$ cat src/rtl/fft_frame_feeder.sv
// Front end of the streaming FFT: buffers free-running real samples, sends one config word, then feeds frame-aligned complex data.
// Build with SAMPLE_DROP_COUNT_EN defined to add the saturating drop_count output and its drop_count_clr input.
module fft_frame_feeder #(
    parameter int          NFFT_LOG2       = 10,
    parameter int          FIFO_DEPTH_LOG2 = 4,
    parameter logic [15:0] CONFIG_WORD     = 16'h0001
) (
    input  logic                 aclk,
    input  logic                 aresetn,
    input  logic [15:0]          sample_tdata,
    input  logic                 sample_tvalid,
    input  logic                 cfg_restart,
    output logic [15:0]          m_axis_config_tdata,
    output logic                 m_axis_config_tvalid,
    input  logic                 m_axis_config_tready,
    output logic [31:0]          m_axis_data_tdata,
    output logic                 m_axis_data_tvalid,
    input  logic                 m_axis_data_tready,
    output logic                 m_axis_data_tlast,
    output logic [NFFT_LOG2-1:0] frame_idx,
`ifdef SAMPLE_DROP_COUNT_EN
    input  logic                 drop_count_clr,
    output logic [15:0]          drop_count,
`endif
    output logic                 overflow
);

    localparam int                   DEPTH    = 1 << FIFO_DEPTH_LOG2;
    localparam logic [NFFT_LOG2-1:0] LAST_IDX = '1;

    typedef enum logic {ST_CFG, ST_RUN} state_t;

    state_t                     state, state_nxt;
    logic                       cfg_armed;
    logic                       restart_pend, restart_pend_nxt;
    logic                       cfg_hs, pop, push;
    logic                       fifo_empty, fifo_full;
    logic [FIFO_DEPTH_LOG2:0]   wr_ptr, rd_ptr;
    logic signed [15:0]         fifo_mem [DEPTH];
    logic signed [15:0]         fifo_head;

    assign fifo_empty = (wr_ptr == rd_ptr);
    assign fifo_full  = (wr_ptr[FIFO_DEPTH_LOG2] != rd_ptr[FIFO_DEPTH_LOG2]) &&
                        (wr_ptr[FIFO_DEPTH_LOG2-1:0] == rd_ptr[FIFO_DEPTH_LOG2-1:0]);

    // A full FIFO can still take a sample when the head leaves in the same cycle.
    assign push     = sample_tvalid && (!fifo_full || pop);
    assign overflow = sample_tvalid && fifo_full && !pop;

    assign fifo_head           = fifo_mem[rd_ptr[FIFO_DEPTH_LOG2-1:0]];
    assign m_axis_data_tdata   = {16'h0000, fifo_head};
    assign m_axis_config_tdata = CONFIG_WORD;
    assign m_axis_data_tlast   = m_axis_data_tvalid && (frame_idx == LAST_IDX);

    always_ff @(posedge aclk or negedge aresetn) begin
        if (!aresetn) begin
            state        <= ST_CFG;
            restart_pend <= 1'b0;
        end else begin
            state        <= state_nxt;
            restart_pend <= restart_pend_nxt;
        end
    end

    always_comb begin
        state_nxt            = state;
        restart_pend_nxt     = restart_pend;
        m_axis_config_tvalid = 1'b0;
        m_axis_data_tvalid   = 1'b0;
        cfg_hs               = 1'b0;
        pop                  = 1'b0;
        case (state)
            ST_CFG: begin
                // The config about to go out already covers any restart request.
                m_axis_config_tvalid = cfg_armed;
                cfg_hs               = cfg_armed && m_axis_config_tready;
                restart_pend_nxt     = 1'b0;
                if (cfg_hs)
                    state_nxt = ST_RUN;
            end
            ST_RUN: begin
                m_axis_data_tvalid = !fifo_empty;
                pop                = m_axis_data_tvalid && m_axis_data_tready;
                if (restart_pend || cfg_restart) begin
                    // At idx 0 only leave when nothing is offered, so valid never drops un-handshaken.
                    if ((pop && frame_idx == LAST_IDX) ||
                        (!m_axis_data_tvalid && frame_idx == '0)) begin
                        state_nxt        = ST_CFG;
                        restart_pend_nxt = 1'b0;
                    end else begin
                        restart_pend_nxt = 1'b1;
                    end
                end
            end
            default: state_nxt = ST_CFG;
        endcase
    end

    always_ff @(posedge aclk or negedge aresetn) begin
        if (!aresetn) begin
            cfg_armed <= 1'b0;
            wr_ptr    <= '0;
            rd_ptr    <= '0;
            frame_idx <= '0;
        end else begin
            cfg_armed <= 1'b1;
            if (push)
                wr_ptr <= wr_ptr + (FIFO_DEPTH_LOG2+1)'(1);
            if (pop) begin
                rd_ptr    <= rd_ptr + (FIFO_DEPTH_LOG2+1)'(1);
                frame_idx <= frame_idx + NFFT_LOG2'(1);
            end
        end
    end

    always_ff @(posedge aclk) begin
        if (push)
            fifo_mem[wr_ptr[FIFO_DEPTH_LOG2-1:0]] <= $signed(sample_tdata);
    end

`ifdef SAMPLE_DROP_COUNT_EN
    function automatic logic [15:0] sat_inc16(input logic [15:0] v);
        return (v == 16'hFFFF) ? v : v + 16'd1;
    endfunction

    always_ff @(posedge aclk or negedge aresetn) begin
        if (!aresetn)
            drop_count <= '0;
        else if (drop_count_clr || cfg_hs)
            drop_count <= '0;
        else if (overflow)
            drop_count <= sat_inc16(drop_count);
    end
`endif

endmodule

$ cat config.mk
export PLATFORM = sky130hd
export DESIGN_NAME = fft_frame_feeder
export DESIGN_NICKNAME = d
export VERILOG_FILES = /design/src/rtl/fft_frame_feeder.sv
export SDC_FILE = /design/constraint.sdc
export NUM_CORES = 1
export LEC_CHECK = 0
export ABC_CLOCK_PERIOD_IN_PS = 2800
export CAP_MARGIN = 20
export CELL_PAD_IN_SITES_DETAIL_PLACEMENT = 1
export CELL_PAD_IN_SITES_GLOBAL_PLACEMENT = 1
export CORE_MARGIN = 2
export CORE_UTILIZATION = 53
export CTS_BUF_LIST = sky130_fd_sc_hd__clkbuf_4 sky130_fd_sc_hd__clkbuf_8
export DETAILED_ROUTE_END_ITERATION = 8
export HOLD_SLACK_MARGIN = 0.1
export PLACE_DENSITY_LB_ADDON = 0.12
export SETUP_SLACK_MARGIN = 0.3
export SKIP_CTS_REPAIR_TIMING = 1
export SLEW_MARGIN = 20
export SYNTH_ARGS = -nofsm -noshare
export SYNTH_HDL_FRONTEND = slang
export SYNTH_SLANG_ARGS = --single-unit
export TNS_END_PERCENT = 50
$ cat constraint.sdc
create_clock -name aclk -period 2.8 [get_ports aclk]
set_clock_uncertainty 0.05 [all_clocks]
set_input_delay 0.28 -clock aclk [delete_from_list [all_inputs] [get_ports aclk]]
set_output_delay 0.28 -clock aclk [all_outputs]
set_load 0.05 [all_outputs]
==> metrics.md, run 1 <==
| Metric | Value |
|---|---|
| DIE HEIGHT | `150 um` |
| Routed len/inst | `26.1 um` |
| Post-synth top area share | `67.9%` |
| Worst path bufs/invs | `3` |
| First-pass GRT wire length | `37.1 mm` |
| Crit-path max cell delay | `0.53 ns` |
| Final Wtd Congestion | `0.788` |
| Post-synth ARST share | `8.24%` |
| Routed WL | `25.8 mm` |
| DR iter-0 viols | `496` |
| Layout Area Growth over Synthesis | `20.5%` |
| # fillers | `1736` |
| Min cycle time layout | `2.68 ns` |
| DRT Pass-1 Iters | `4` |
| RSZ-0062 raised after global routing | `true` |
| Number of enable flip-flop cells after synthesis | `256` |
| Synth Area per Inst | `19.8 um^2` |
| Synth area leader | `edfxtp_1` |
| Crit path kind | `register to output port` |
| DR vias | `5706` |
| Worst-Margin Slew | `0.709 ns` |
| Main synth FF type | `edfxtp_1` |
| Clock slew seen by the registers of the worst setup and hold paths | `0.06 ns` |
| CTS root buf | `clkbuf_8` |
| Layout Cells excl Fill | `990` |
| Top cells by area, synth | `edfxtp_1, mux4_2, dfrtp_1` |
| Cell Area, Synth | `11300 um^2` |
| Max Cap Viol | `0` |
| Core Region | `21000 um^2` |
| Syn Inst Count | `572` |
| Clk buf depth | `3` |
| Worst min path class | `input port to asynchronous set/reset pin` |
| Top-count cell post-synth | `edfxtp_1` |
| Most frequent cells after synthesis | `edfxtp_1, mux4_2, buf_4, a22oi_1, dfrtp_1` |
| Footprint of the multi-input gates | `2910 um^2` |
| Clk_lat worst skew | `0.53 ns` |
| Fmax | `373 MHz` |
| Status | `finished clean` |
| Net count, final | `708` |
| Lkg Pwr | `4.66 nW` |
| CP Capture Type | `output port` |
| Initial core utilization | `53.8%` |
| Die area | `22500 um^2` |
| Vias in the first global route | `6207` |
| Post-placement cell count | `894` |
| Final clock period utilization by the worst path | `95.8%` |
| Storage cell area | `8270 um^2` |
| Vias per Instance | `5.76` |
| PortBufs | `51` |
| Critical path launch point type | `register` |
| Detailed placer's ending HPWL | `13.8 mm` |
| Initial antenna violation count | `1` |
| Worst hold slack | `0.125 ns` |
| Req. time, crit path | `2.47 ns` |
| Flops & latches, synth | `279` |
| Layout cells sized above 1 | `34.7%` |
| Power, Total | `15.5 mW` |
| CP top delay family | `multiplexers` |
| Final Util | `64.9%` |
| Relative slew slack | `52.6%` |
| Clock sink count | `279` |
| CTS buffer count | `44` |
| Power per cell area | `1140 nW/um^2` |
| H-tree depth | `2` |
| Distinct cells, synth | `38` |
| Congestion Overflow GR | `0` |
| Peak supply drop | `0.657 mV` |
| Ports | `84` |
| Final setup violation count | `0` |
| Final-report hold violation count | `0` |
| CTS tree | `done` |
| CP arrival | `2.35 ns` |
| Seq/Total Area, Yosys | `73.0%` |
| Num rows | `53` |
| Chip width | `150 um` |
| Pins over their slew limit | `0` |
| Number of remaining DRC errors | `0` |
| Largest net degree at the start of global routing | `68` |
| Critical path's slowest cell | `mux4_2` |
| Total GRT Usage | `22.5%` |
| Crit path top cell by count | `buf_12` |
| CP cell instances | `buf_12 -> buf_16 -> mux4_2 -> a22oi_2 -> nand2_2 -> buf_12` |
| Syn. warnings | `0` |
| Antenna Nets Post-Route | `0` |
| Worst Path Max Fanout | `8` |
==> where the power goes <==
part / total (mW) / leakage [nW] / switching, mW / internal [mW]
Sequential: 5.39 / 2.59 / 0.316 / 5.08
Combinational: 6.92 / 1.63 / 3.81 / 3.11
Clock: 3.19 / 0.438 / 1.51 / 1.67
Total: 15.5 / 4.66 / 5.64 / 9.86
==> metrics by stage <==
stage | setup TNS (ns) | setup WS, ns | instance area, um^2
2_1_floorplan | 0 | 0.460 | 11400
3_3_place_gp | 0 | 0.499 | 12400
3_5_place_dp | 0 | 0.419 | 12400
4_1_cts | -0.112 | -0.0689 | 13200
5_1_grt | 0 | 0.0391 | 13600
6_report | 0 | 0.117 | 13600
==> cells in the final DEF (no fill, tap or decap), types with 3 or more instances in the layout <==
cell type        netlist  routed
clkbuf_4               0      12
nor2b_1                6       5
nor2_1                 5       5
clkinv_1               0      16
clkbuf_8               0      46
xnor2_1               14      13
nand4_1                5       5
a21oi_1                7       6
mux2_1                 3       3
dfrtp_1               23      21
a22oi_2                0      30
and2_1                 4       4
nand2_1               22       7
buf_12                 3      31
nand3_1                6       6
edfxtp_1             256     256
mux4_2                61      64
nor4_1                 4       4
buf_4                 33      21
xor2_1                 9       9
and3_1                17      17
nand2_2                0      15
conb_1                 2      33
clkbuf_16              0       4
inv_1                  7       7
clkinv_2               0       7
clkdlybuf4s50_1        0      32
ha_1                   7       7
==> registers in the layout, indices dropped and copies added, names as in the netlist <==
name and flops:
rd_ptr 5, state 1, cfg_armed 1, frame_idx 10, restart_pend 1, wr_ptr 5, fifo_mem 256
==> final timing paths <==
check	start	end	slack, ns	cells after the start
worst max-delay path	rd_ptr[1]	m_axis_data_tdata[0]	0.12	6
worst min-delay path	aresetn	rd_ptr[1]	0.13	1
worst max register to register	rd_ptr[1]	fifo_mem[11][4]	0.30	8
worst min register to register	restart_pend	restart_pend	0.47	2
max in group asynchronous	aresetn	wr_ptr[1]	1.98	2
min in group aclk	cfg_restart	restart_pend	0.35	3
==> area by class of cell <==
class	instances	area share [%]
Inverter	7	0.193
Sequential cell	279	60.6
Multi-Input combinational cell	255	21.3
Clock inverter	24	0.761
Antenna cell	1	0.0183
Clock buffer	57	5.25
Tap cell	275	2.52
Timing Repair Buffer	92	9.33
==> cells by family (layout without fill, tap and decap cells) <==
kind of cell	after synthesis	count (layout)	share of synthesized area (%)
and+or+nand+nor	72	73	3.34
DFF	279	279	73.0
buffers and inverters	70	180	4.26
xor gates and xnor gates	23	23	1.78
muxes	67	67	13.1
AOI/OAI and AO/OA	52	52	3.65
adders and majority gates	7	7	0.774
other	2	34	0.0664
==> layer usage <==
metal  GRT usage, %  wire length [um]
met1           31.4             10400
met2           36.3             13200
met3           4.58              1670
met4           7.03               524
met5              0                 0
Power figures use the tool's default switching activity.
==> run 2: changes to the inputs <==
ABC_AREA = 1   (was default)
CORE_UTILIZATION = 49   (was 53)
==> run 2 against run 1 <==
  * Sequential share of layout area decreased by 4.6 points
  * Critical path type unchanged
  * Synthesized cell count up 73%
  * Design area increased by 8.3%
  * Cell count increased by 49%
  * Via count is 50% higher
  * Combinational power rose by 20%
  * Register-to-register slack gained 0.16 ns
  * Area after synthesis grew 3.9%
==> metrics.md, run 2 <==
| Metric | Value |
|---|---|
| Status | `finished clean` |
| Commonest non-fill, non-tap cells in the layout | `edfxtp_1, nor2_1, nand2_1, o21ai_0, clkbuf_8` |
| Pre-CTS WS | `0.405 ns (-0.0135 ns)` |
| DIE HEIGHT | `159 um (+5.8%)` |
| Worst reg2reg startpoint | `rd_ptr[2]` |
| Min cycle time layout | `2.69 ns (+0.0103 ns)` |
| Detailed placer's ending HPWL | `18.9 mm (+37%)` |
| Post-synth top area share | `65.4% (-2.5 points)` |
| Critical path launch point type | `register` |
| Pins over their slew limit | `0 (unchanged)` |
| Net Sw Power | `7.15 mW (+27%)` |
| Syn. warnings | `0 (unchanged)` |
| Total GRT Usage | `23.4% (+0.96 points)` |
| Post-synth ARST share | `8.24% (unchanged)` |
| H-tree depth | `2 (unchanged)` |
| Clock sink count | `279 (unchanged)` |
| Ports | `84 (unchanged)` |
| Power per cell area | `1170 nW/um^2 (+2.7%)` |
| Number of remaining DRC errors | `0 (unchanged)` |
| Cells on worst reg2reg path | `8 (unchanged)` |
| Peak supply drop | `1.35 mV (+110%)` |
| Final clock period utilization by the worst path | `96.2% (+0.37 points)` |
| CTS buffer count | `46 (+4.5%)` |
| Num rows | `56 (+5.7%)` |
| Fin Setup TNS | `0 ns (unchanged)` |
| Crit path kind | `register to output port` |
| Cell Area, Synth | `11800 um^2 (+3.9%)` |
| Final setup violation count | `0 (unchanged)` |
| Top cells by area, synth | `edfxtp_1, nor2_1, o21ai_0` |
| Max reg flops | `256 (unchanged)` |
| CP Capture Type | `output port` |
| Core Region | `23500 um^2 (+12%)` |
| Int Power | `10.1 mW (+2.3%)` |
| Fin worst setup slack | `0.107 ns (-0.0103 ns)` |
| First-pass GRT wire length | `46.0 mm (+24%)` |
| Power, Total | `17.2 mW (+11%)` |
| Lkg Pwr | `5.40 nW (+16%)` |
| Seq pwr share | `30.5% (-4.3 points)` |
| DP Area | `12700 um^2 (+2.7%)` |
| Distinct cells, synth | `28 (-26%)` |
| Seq/Total Area, Yosys | `70.3% (-2.7 points)` |
| DRT Pass-1 Iters | `5 (+1)` |
| Fmax | `371 MHz (-0.38%)` |
| Congestion Overflow GR | `0 (unchanged)` |
| Routed len/inst | `25.7 um (-1.6%)` |
| Layout Cells excl Fill | `1477 (+49%)` |
| Routed WL | `37.9 mm (+47%)` |
| R2r setup slk | `0.46 ns (+0.16 ns)` |
| Final-report hold violation count | `0 (unchanged)` |
| Number of enable flip-flop cells after synthesis | `256 (unchanged)` |
| RSZ-0062 raised after global routing | `true` |
| Clk buf depth | `3 (unchanged)` |
| Layout cells sized above 1 | `22.7% (-12 points)` |
| Chip width | `159 um (+5.8%)` |
| Worst-Margin Slew | `0.983 ns (+0.274 ns)` |
| CTS tree | `done` |
| DR vias | `8553 (+50%)` |
| # diodes | `0 (-1)` |
| Initial antenna violation count | `0 (-1)` |
| Main synth FF type | `edfxtp_1` |
| Post-placement cell count | `1347 (+51%)` |
| Worst Path Max Fanout | `10 (+2)` |
| CTS root buf | `clkbuf_8` |
| Net count, final | `1150 (+62%)` |
| Most frequent cells after synthesis | `edfxtp_1, nor2_1, o21ai_0, nand2_1, buf_4` |
| Largest net degree at the start of global routing | `106 (+56%)` |
| Final Wtd Congestion | `0.774 (-1.8%)` |
| Most common cell after layout, fill and taps aside | `edfxtp_1` |
| Clk pwr share | `21.2% (+0.6 points)` |
| CP arrival | `2.36 ns (about the same)` |
| Final instance area | `14800 um^2 (+8.3%)` |
| Req. time, crit path | `2.47 ns (about the same)` |
| Clock slew seen by the registers of the worst setup and hold paths | `0.07 ns (about the same)` |
| Max Cap Viol | `0 (unchanged)` |
| DR iter-0 viols | `721 (+45%)` |
| PortBufs | `51 (unchanged)` |
| Syn Inst Count | `992 (+73%)` |
| Relative slew slack | `34.2% (-18 points)` |
| Antenna Nets Post-Route | `0 (unchanged)` |
| Vias in the first global route | `8297 (+34%)` |
| Clk_lat worst skew | `0.57 ns (+0.04 ns)` |
| Synth Area per Inst | `11.9 um^2 (-40%)` |
| Sw frac | `41.5% (+5.1 points)` |
| Synth area leader | `edfxtp_1` |
| Initial core utilization | `49.9% (-3.9 points)` |
| Layout Area Growth over Synthesis | `25.6%` |
| Crit path launch | `rd_ptr[1]` |
| Top-count cell post-synth | `edfxtp_1` |
| Flops & latches, synth | `279 (unchanged)` |
| Die area | `25300 um^2 (+12%)` |
| Worst min path class | `input port to asynchronous set/reset pin` |
| Combinational fraction of design power | `48.3% (+3.6 points)` |
| Vias per Instance | `5.79 (+0.47%)` |
-- run 2: changes by cell type after synthesis, moves of 32 or more --
cell | previous run | this run
o22ai_1 | 0 | 32
nand2_1 | 22 | 128
a22oi_1 | 32 | 0
o21ai_0 | 0 | 134
mux4_2 | 61 | 0
nor2_1 | 5 | 189
-- run 2: logic make-up (layout without fill, tap and decap cells) --
logic type,count (synthesis),after routing,share of synthesized area [%]
compound gates,199,199,9.67
simple gates,371,371,12.8
other cells,2,33,0.0639
buf+inv,120,255,5.38
xor+xnor,14,14,1.04
fa+ha+maj,7,7,0.745
flops,279,279,70.3
-- run 2: final timing paths --
kind                                         to
setup / recovery           m_axis_data_tdata[9]
hold / removal                        cfg_armed
setup reg to reg                 fifo_mem[0][6]
hold reg to reg                       wr_ptr[4]
max in group asynchronous             rd_ptr[0]
min in group aclk                         state
-- run 2: through the flow --
| step | hold slack, ns | utilization, % |
|---|---|---|
| 2_1_floorplan | -0.0656 | - |
| 3_3_place_gp | 0.444 | 54.1 |
| 3_5_place_dp | 0.450 | 54.1 |
| 4_1_cts | 0.196 | 58.0 |
| 5_1_grt | 0.239 | 62.7 |
| 6_report | 0.198 | 62.7 |
-- run 2: routing by layer --
layer  track usage (%)  share of wire, %  up-vias
met1              30.3                39     4360
met3              3.53               6.2      100
met4              8.22               4.2        0
met5                 0                 0        -
met2              40.6                50      373
li1                  -                 -     3720
-- run 2: power groups by stage --
stage	registers (mW)	clock network, mW	logic, mW
5_1_grt	5.29	3.88	8.68
3_3_place_gp	5.30	0	5.80
2_1_floorplan	5.32	0	3.78
6_report	5.26	3.66	8.32
3_5_place_dp	5.32	0	5.91
4_1_cts	5.24	3.68	5.97
-- run 2: worst max-delay path, cell delays in order (launching register included) --
cell and delay (ns):
dfrtp_4 0.49, buf_6 0.17, buf_12 0.14, clkbuf_16 0.17
nor2_1 0.16, o21ai_2 0.09, o211ai_1 0.09, nand3_1 0.18
nand3_2 0.16, buf_12 0.14
-- run 2: cell type report --
type	count	area, um^2
clock buffer	60	757
inverter	35	169
multi-input combinational	624	3230
timing repair inverter	1	8.76
tap	319	399
sequential	279	8270
fill	2371	8770
timing repair buffer	134	1770
clock inverter	25	173
==> run 3: changes to the inputs <==
CTS_CLUSTER_DIAMETER = 80   (was default)
SKIP_LAST_GASP = 1   (was default)
==> results of run 3 <==
No change in the layout: final DEF, timing and power equal those of run 2.
